$ cat src/rtl/msg_block_mgr.sv
// Packs a byte stream into 16-word message blocks for a hash core and
// serialises the returned digest back out as bytes, LSB byte first.
module msg_block_mgr #(
    parameter int              W         = 32,
    parameter int              OUT_BYTES = W,
    parameter bit              XOR_EN    = 1'b1,
    parameter logic [8*W-1:0]  XOR_VAL   = '0
) (
    input  logic              clk,
    input  logic              rst_n,
    input  logic              start,
    input  logic [7:0]        data_in,
    input  logic              dv_in,
    output logic              drdy_out,
    input  logic              finish,
    output logic              msg_strobe,
    input  logic              msg_ack,
    output logic [16*W-1:0]   m_out,
    output logic [2*W-1:0]    t_out,
    output logic              f_out,
    input  logic [8*W-1:0]    h_in,
    input  logic              h_rdy,
    output logic [7:0]        data_out,
    output logic              dv_out,
    input  logic              dout_rdy,
    output logic              data_end,
    output logic              busy
);
    localparam int BB = 2 * W;
    localparam int CW = $clog2(BB) + 1;
    localparam int OW = $clog2(W) + 1;

    localparam logic [CW-1:0]   CNT_FULL = CW'(BB);
    localparam logic [CW-1:0]   CNT_ONE  = CW'(1);
    localparam logic [2*W-1:0]  T_ONE    = (2*W)'(1);
    localparam logic [OW-1:0]   OC_INIT  = OW'(OUT_BYTES);
    localparam logic [OW-1:0]   OC_ONE   = OW'(1);
    localparam logic [8*W-1:0]  H_MASK   = XOR_EN ? XOR_VAL : '0;

    typedef enum logic [1:0] {S_FILL, S_WAIT, S_DONE} state_t;

    state_t            state_q, state_d;
    logic [16*W-1:0]   m_q, m_d;
    logic [CW-1:0]     cnt_q, cnt_d;
    logic [2*W-1:0]    t_q, t_d;
    logic              f_q, f_d;
    logic              msg_strobe_q, msg_strobe_d;
    logic [8*W-1:0]    h_q, h_d;
    logic [OW-1:0]     out_cnt_q, out_cnt_d;

    logic              full;

    assign full = (cnt_q == CNT_FULL);

    always_comb begin
        state_d      = state_q;
        m_d          = m_q;
        cnt_d        = cnt_q;
        t_d          = t_q;
        f_d          = f_q;
        msg_strobe_d = 1'b0;
        if (start) begin
            state_d = S_FILL;
            m_d     = '0;
            cnt_d   = '0;
            t_d     = '0;
            f_d     = 1'b0;
        end else begin
            case (state_q)
                S_FILL: begin
                    // A byte with room wins over finish; finish is seen next cycle.
                    if (dv_in && !full) begin
                        for (int k = 0; k < BB; k++) begin
                            if (cnt_q == CW'(k)) m_d[8*k +: 8] = data_in;
                        end
                        cnt_d = cnt_q + CNT_ONE;
                        t_d   = t_q + T_ONE;
                    end else if (dv_in && full) begin
                        f_d          = 1'b0;
                        msg_strobe_d = 1'b1;
                        state_d      = S_WAIT;
                    end else if (finish) begin
                        f_d          = 1'b1;
                        msg_strobe_d = 1'b1;
                        state_d      = S_WAIT;
                    end
                end
                S_WAIT: begin
                    if (msg_ack) begin
                        if (f_q) begin
                            state_d = S_DONE;
                        end else begin
                            m_d     = '0;
                            cnt_d   = '0;
                            state_d = S_FILL;
                        end
                    end
                end
                S_DONE:  state_d = S_DONE;
                default: state_d = S_FILL;
            endcase
        end
    end

    always_comb begin
        h_d       = h_q;
        out_cnt_d = out_cnt_q;
        if (h_rdy) begin
            h_d       = h_in ^ H_MASK;
            out_cnt_d = OC_INIT;
        end else if ((out_cnt_q != '0) && dout_rdy) begin
            h_d       = h_q >> 8;
            out_cnt_d = out_cnt_q - OC_ONE;
        end
    end

    always_ff @(posedge clk or negedge rst_n) begin
        if (!rst_n) begin
            state_q      <= S_FILL;
            m_q          <= '0;
            cnt_q        <= '0;
            t_q          <= '0;
            f_q          <= 1'b0;
            msg_strobe_q <= 1'b0;
            h_q          <= '0;
            out_cnt_q    <= '0;
        end else begin
            state_q      <= state_d;
            m_q          <= m_d;
            cnt_q        <= cnt_d;
            t_q          <= t_d;
            f_q          <= f_d;
            msg_strobe_q <= msg_strobe_d;
            h_q          <= h_d;
            out_cnt_q    <= out_cnt_d;
        end
    end

    assign drdy_out   = (state_q == S_FILL) && !full;
    assign msg_strobe = msg_strobe_q;
    assign m_out      = m_q;
    assign t_out      = t_q;
    assign f_out      = f_q;
    assign data_out   = h_q[7:0];
    assign dv_out     = (out_cnt_q != '0);
    assign data_end   = (out_cnt_q == OC_ONE);
    assign busy       = (state_q != S_FILL) || (cnt_q != '0);
endmodule
$ cat config.mk
export PLATFORM = sky130hd
export DESIGN_NAME = msg_block_mgr
export DESIGN_NICKNAME = d
export VERILOG_FILES = /design/src/rtl/msg_block_mgr.sv
export SDC_FILE = /design/constraint.sdc
export NUM_CORES = 1
export LEC_CHECK = 0
export CAP_MARGIN = 10
export CORE_AREA = 2 2 333 335
export DETAILED_ROUTE_END_ITERATION = 6
export DIE_AREA = 0 0 335 337
export GPL_TIMING_DRIVEN = 0
export MAX_ROUTING_LAYER = met4
export PLACE_DENSITY = 0.57
export SLEW_MARGIN = 10
export SYNTH_ARGS = -nofsm -noshare
export SYNTH_HDL_FRONTEND = slang
export SYNTH_SLANG_ARGS = --single-unit
$ cat constraint.sdc
create_clock -name clk -period 7.3 [get_ports clk]
set_clock_uncertainty 0.15 [all_clocks]
set_input_delay 1.095 -clock clk [delete_from_list [all_inputs] [get_ports clk]]
set_output_delay 1.095 -clock clk [all_outputs]
set_load 0.02 [all_outputs]
# Word-level counts from Yosys, hierarchy flattened

Index checks and enable logic that the tools add are counted.

Register bits: 849
Input port bits: 272
Logic and storage cells: 393

Add/sub/neg operators: 3
Equal/unequal tests: 137
Muxes and demuxes: 98
Reduce and logical (&&, ||, !) cells: 84

Operator list:

| operator                                             | count |
|---|---|
| 2-to-1 mux 512 bit                                   | 4 |
| case mux 512 bit (2 select lines)                    | 1 |
| 2-to-1 mux 256 bit                                   | 2 |
| 2-to-1 mux 8 bit                                     | 64 |
| AND reduction 5 bit                                  | 64 |
| equality test 7 x 6 -> 1 bit (second input constant) | 32 |
| inequality test 3 bit (second input constant)        | 68 |
| 2-to-1 mux 64 bit                                    | 3 |
| equality test 7 x 5 -> 1 bit (second input constant) | 16 |
| adder 64 x 1 -> 64 bit (second input constant)       | 1 |
| equality test 7 x 4 -> 1 bit (second input constant) | 8 |
| equality test 7 x 3 -> 1 bit (second input constant) | 4 |
| 2-to-1 mux 7 bit                                     | 4 |
| equality test 7 x 2 -> 1 bit (second input constant) | 2 |
| case mux 7 bit (2 select lines)                      | 1 |
| 2-to-1 mux 2 bit                                     | 6 |
| 2-to-1 mux 6 bit                                     | 2 |
| 2-to-1 mux 1 bit                                     | 10 |
| nonzero test 2 bit                                   | 4 |
| adder 7 x 1 -> 7 bit (second input constant)         | 1 |
| equality test 7 x 1 -> 1 bit (second input constant) | 1 |
| equality test 7 bit (second input constant)          | 1 |
| zero test 7 bit                                      | 1 |
| nonzero test 7 bit                                   | 1 |
| 16 further kinds                                     | 21 |

# Logic depth before layout (Yosys ltp)

Depth after elaboration: 6
Mapped depth: 10

# Least setup slack after synthesis

OpenSTA, ideal clock, no wires.

Kind: reg2out
Start point: register cnt_q[4]
End point: output port busy
Data arrival time: 1,592 ps
Required time: 6,055 ps
Slack: 4,463 ps
Cell stages (with the launch flop): 5
Path buffers: 2
Cells stage by stage: dfrtp_1 -> buf_2 -> nor3_1 -> clkbuf_1 -> nand4_1

Cells in the longest elaborated chain, start to end: 2

RTL lines:

| what                     | RTL line | text |
|---|---|---|
| start: declaration       | 44       | `logic [CW-1:0] cnt_q, cnt_d;` |
| start signal: assignment | 130      | `cnt_q <= cnt_d;` |
| nonzero test 7 bit       | 147      | `assign busy = (state_q != S_FILL) \|\| (cnt_q != '0);` |
| logical OR 1 bit         | 147      |  |
| end: declaration         | 27       | `output logic busy` |

Every way passes these cells.

# Worst setup path in the final report

Start point: register cnt_q[5]
End point: output port busy

Same word-level chain as after synthesis.

==> impl_metrics.yaml <==
logic_synthesis:
  avgSynthCellArea_um2: 11.2
  synth_ff_type: "dfrtp_1"
  synth.area.top_cells: "dfrtp_1 (55%), mux2i_1 (19%), nand2b_1 (8.1%)"
  postSynth.asyncResetShare_pct: 100
  synth-edff-count: 0
  syn-cell-area_um2: 38500
  yosysSeqAreaShare_pct: 55.2
  syn-instance-count: 3422
  yosysWarnings: 0
  ys_types: 51
  synth_top_area_cell: "dfrtp_1"
  ys_ff_latch: 849
  syn-num-nets: 3702
  yosysTopAreaCellShare_pct: 55.2
global_route:
  antenna_found_initial: 25
  grt_pass1_wl_mm: 222
  grt_pass1_vias: 30800
  grt_remaining_overflow: 0
  grt_max_degree: 136
  grt_util_all_layers_pct: 27.7
placement:
  gp_congestion: 0.895
  pre_cts_slack_ps: 2840
  hpwl_mm: 116
  numPortBuffers: 859
  placedCellCount: 5714
setup_path:
  cp.required_ps: 6050
  path_common_cell: "clkbuf_1"
  cpPeakStageDelay_ps: 780
  path_cells: "clkbuf_1 > nor3_1 > clkbuf_1 > nand4_1 > clkdlybuf4s50_1"
  crit_type: "reg -> out"
  r2r_end: "m_out[172]$_DFFE_PN0P_"
  cp_data_arrival_time_ps: 3430
  start_kind: "flop"
  reg2reg_from: "cnt_q[5]$_DFFE_PN0P_"
  ff2ff_setup_slack_ps: 3960
  crit_fanout: 10
  endpoint_kind: "output pin"
  slowest_stage: "nor3_1"
  ff2ff_path_depth: 6
clocking:
  cts.sinks: 849
  postCtsSetupBuffers: 0
  cts_hold_buffers: 0
  ctsRootBufferMaster: "clkbuf_16"
  clk_pin_slew_ps: 60
  cts_max_level: 3
  ctsResizeCount: 0
  clk_path_buf_depth: 3
  cts_tree: "yes"
  cts_made_buffers: 96
  clk_latency_ps: 690
timing:
  rsz0062_at_grt: "no"
  post-route-period-util_pct: 64.1
  maxSlewHeadroom_pct: 21.4
  drv_slew: 0
  fin_crit_ps: 4680
  fmax_mhz: 214
  worstMarginPinSlew_ps: 1180
  setup_ws_ps: 2620
  hold_viol: 0
  setup_tns_ps: 0
  finalSetupViolCount: 0
detailed_routing:
  firstDrtPassIters: 5
  drtAntennaViolNets: 0
  routed_via_density: 5.05
  via_count: 29800
  wl_per_cell_um: 26.2
  drtIter0Drc: 1901
  drc: 0
  drt_wl_total_mm: 155
floorplan:
  core_um2: 110000
  die-area_um2: 113000
  start_util_pct: 35.1
  die_y_um: 337
  core.rowCount: 122
  io_pins: 862
  fp.dieW_um: 335
pwr:
  p_leak_nw: 21.7
  ir_worst_vdd_v: 0.000174
  p_total_mw: 11.7
  p_per_area_nw_per_um2: 223
job:
  drv_cap: 0
final_layout:
  fin_util_pct: 47.7
  area_delta_synth_final_pct: 35.9
  stdcell_count: 5904
  final_nets: 4666
  drive_above_1_share_pct: 6.26
run_status:
  outcome: "completed"
worst_hold_path:
  hold_path_class: "in -> async"
final cells by class:
class                           count  area, um^2
Fill cell                       10100       57300
Sequential cell                   849       21200
Multi-Input combinational cell   2314       16200
Timing Repair Buffer              866        8800
Clock buffer                      139        2820
Tap cell                         1426        1780
Buffer                            246         997
Clock inverter                     30         343
Antenna cell                       21        52.6
Inverter                           13        48.8
logic make-up (layout without fill, tap and decap cells):
family | count (synthesis) | in the layout | synth area share [%]
other | 0 | 21 | 0
multiplexers | 745 | 745 | 19.4
AO/OA/AOI/OAI | 476 | 476 | 6.80
flip-flops | 849 | 849 | 55.2
AND/OR/NAND/NOR | 1063 | 1063 | 15.2
adder cells (fa/ha/maj) | 8 | 8 | 0.260
XOR/XNOR | 22 | 22 | 0.501
buffers and inverters | 259 | 1294 | 2.72
sequential cells by signal, indices dropped and copies added, names as in the netlist:
register,count
cnt_q,7
f_out,1
h_q,256
m_out,512
msg_strobe,1
out_cnt_q,6
state_q,2
t_out,64
where the power goes:
group / internal (mW) / switching (mW) / leakage [nW]
clock: 2.86 / 2.08 / 1.56
combinational: 0.673 / 0.923 / 8.75
sequential: 4.96 / 0.180 / 11.3
total: 8.49 / 3.18 / 21.7
routing by layer:
layer  share of wire [%]  wire [um]  track usage, %
met1                  40      62100            32.6
met2                  49      76300            46.0
met3                 6.8      10600            6.78
met4                 3.6       5640            10.5
met5                   0          0               -
cell usage after synthesis, types with 3 or more instances:
library cell / number
mux2i_1: 745
dfrtp_1: 849
a22o_1: 16
nor4_1: 7
nor2b_1: 4
and4_1: 7
buf_2: 35
nand3_1: 26
and3_1: 12
nand2_1: 307
o31ai_1: 14
nand3b_1: 4
ha_1: 8
buf_4: 8
xor2_1: 16
xnor2_1: 6
a21oi_1: 106
clkbuf_1: 202
nor3_1: 10
and2_1: 10
nand4_1: 20
a31oi_1: 17
or3_1: 30
nor2_2: 62
a21o_1: 3
o2111ai_1: 8
or4_1: 14
o211ai_1: 9
nand2b_1: 500
o21ai_0: 291
inv_1: 13
nor2_1: 39
cells in the final DEF (no fill, tap or decap), types with 5 or more instances in the layout:
master and count:
clkdlybuf4s50_1 858, nand2_1 307, mux2i_1 745, o21ai_0 291, o31ai_1 14, and3_1 12
buf_2 35, clkinv_2 15, and2_1 10, xnor2_1 6, o2111ai_1 8, buf_4 8
diode_2 21, or3_1 30, nand2b_1 500, dfrtp_1 849, bufinv_16 5, nor4_1 7
a22o_1 16, a21oi_1 106, nor3_1 9, buf_16 7, inv_1 13, o211ai_1 9
clkbuf_1 219, nor2_2 62, or4_1 14, and4_1 7, nor2_1 39, ha_1 8
a31oi_1 17, clkbuf_8 26, nand3_1 26, nand4_1 20, xor2_1 16, clkbuf_16 96
critical path, delay by kind of cell (launching register included):
kind / cells / cell delay, ps
buffers and inverters: 3 / 1430
and+or+nand+nor: 2 / 950
DFF: 1 / 360
metrics by stage:
| step | hold WS, ps | cell area, um^2 |
|---|---|---|
| final | 175 | 52300 |
| after floorplan | 338 | 38500 |
| after detailed placement | 344 | 49100 |
| after global routing | 180 | 52300 |
| after global placement | 339 | 48900 |
| after CTS | 167 | 52200 |
worst max path at each step:
| stage | startpoint | to | slack (ps) | cells past startpoint |
|---|---|---|---|---|
| floorplan | cnt_q[4]$_DFFE_PN0P_ | busy | 4460 | 4 |
| detailed placement | start | m_out[202]$_DFFE_PN0P_ | 2840 | 5 |
| global route | cnt_q[5]$_DFFE_PN0P_ | busy | 2450 | 5 |
| CTS | cnt_q[5]$_DFFE_PN0P_ | busy | 2570 | 5 |
| finish | cnt_q[5]$_DFFE_PN0P_ | busy | 2620 | 5 |
| global placement | rst_n | m_out[436]$_DFFE_PN0P_ | -36280 | 1 |
Power figures use the tool's default switching activity.
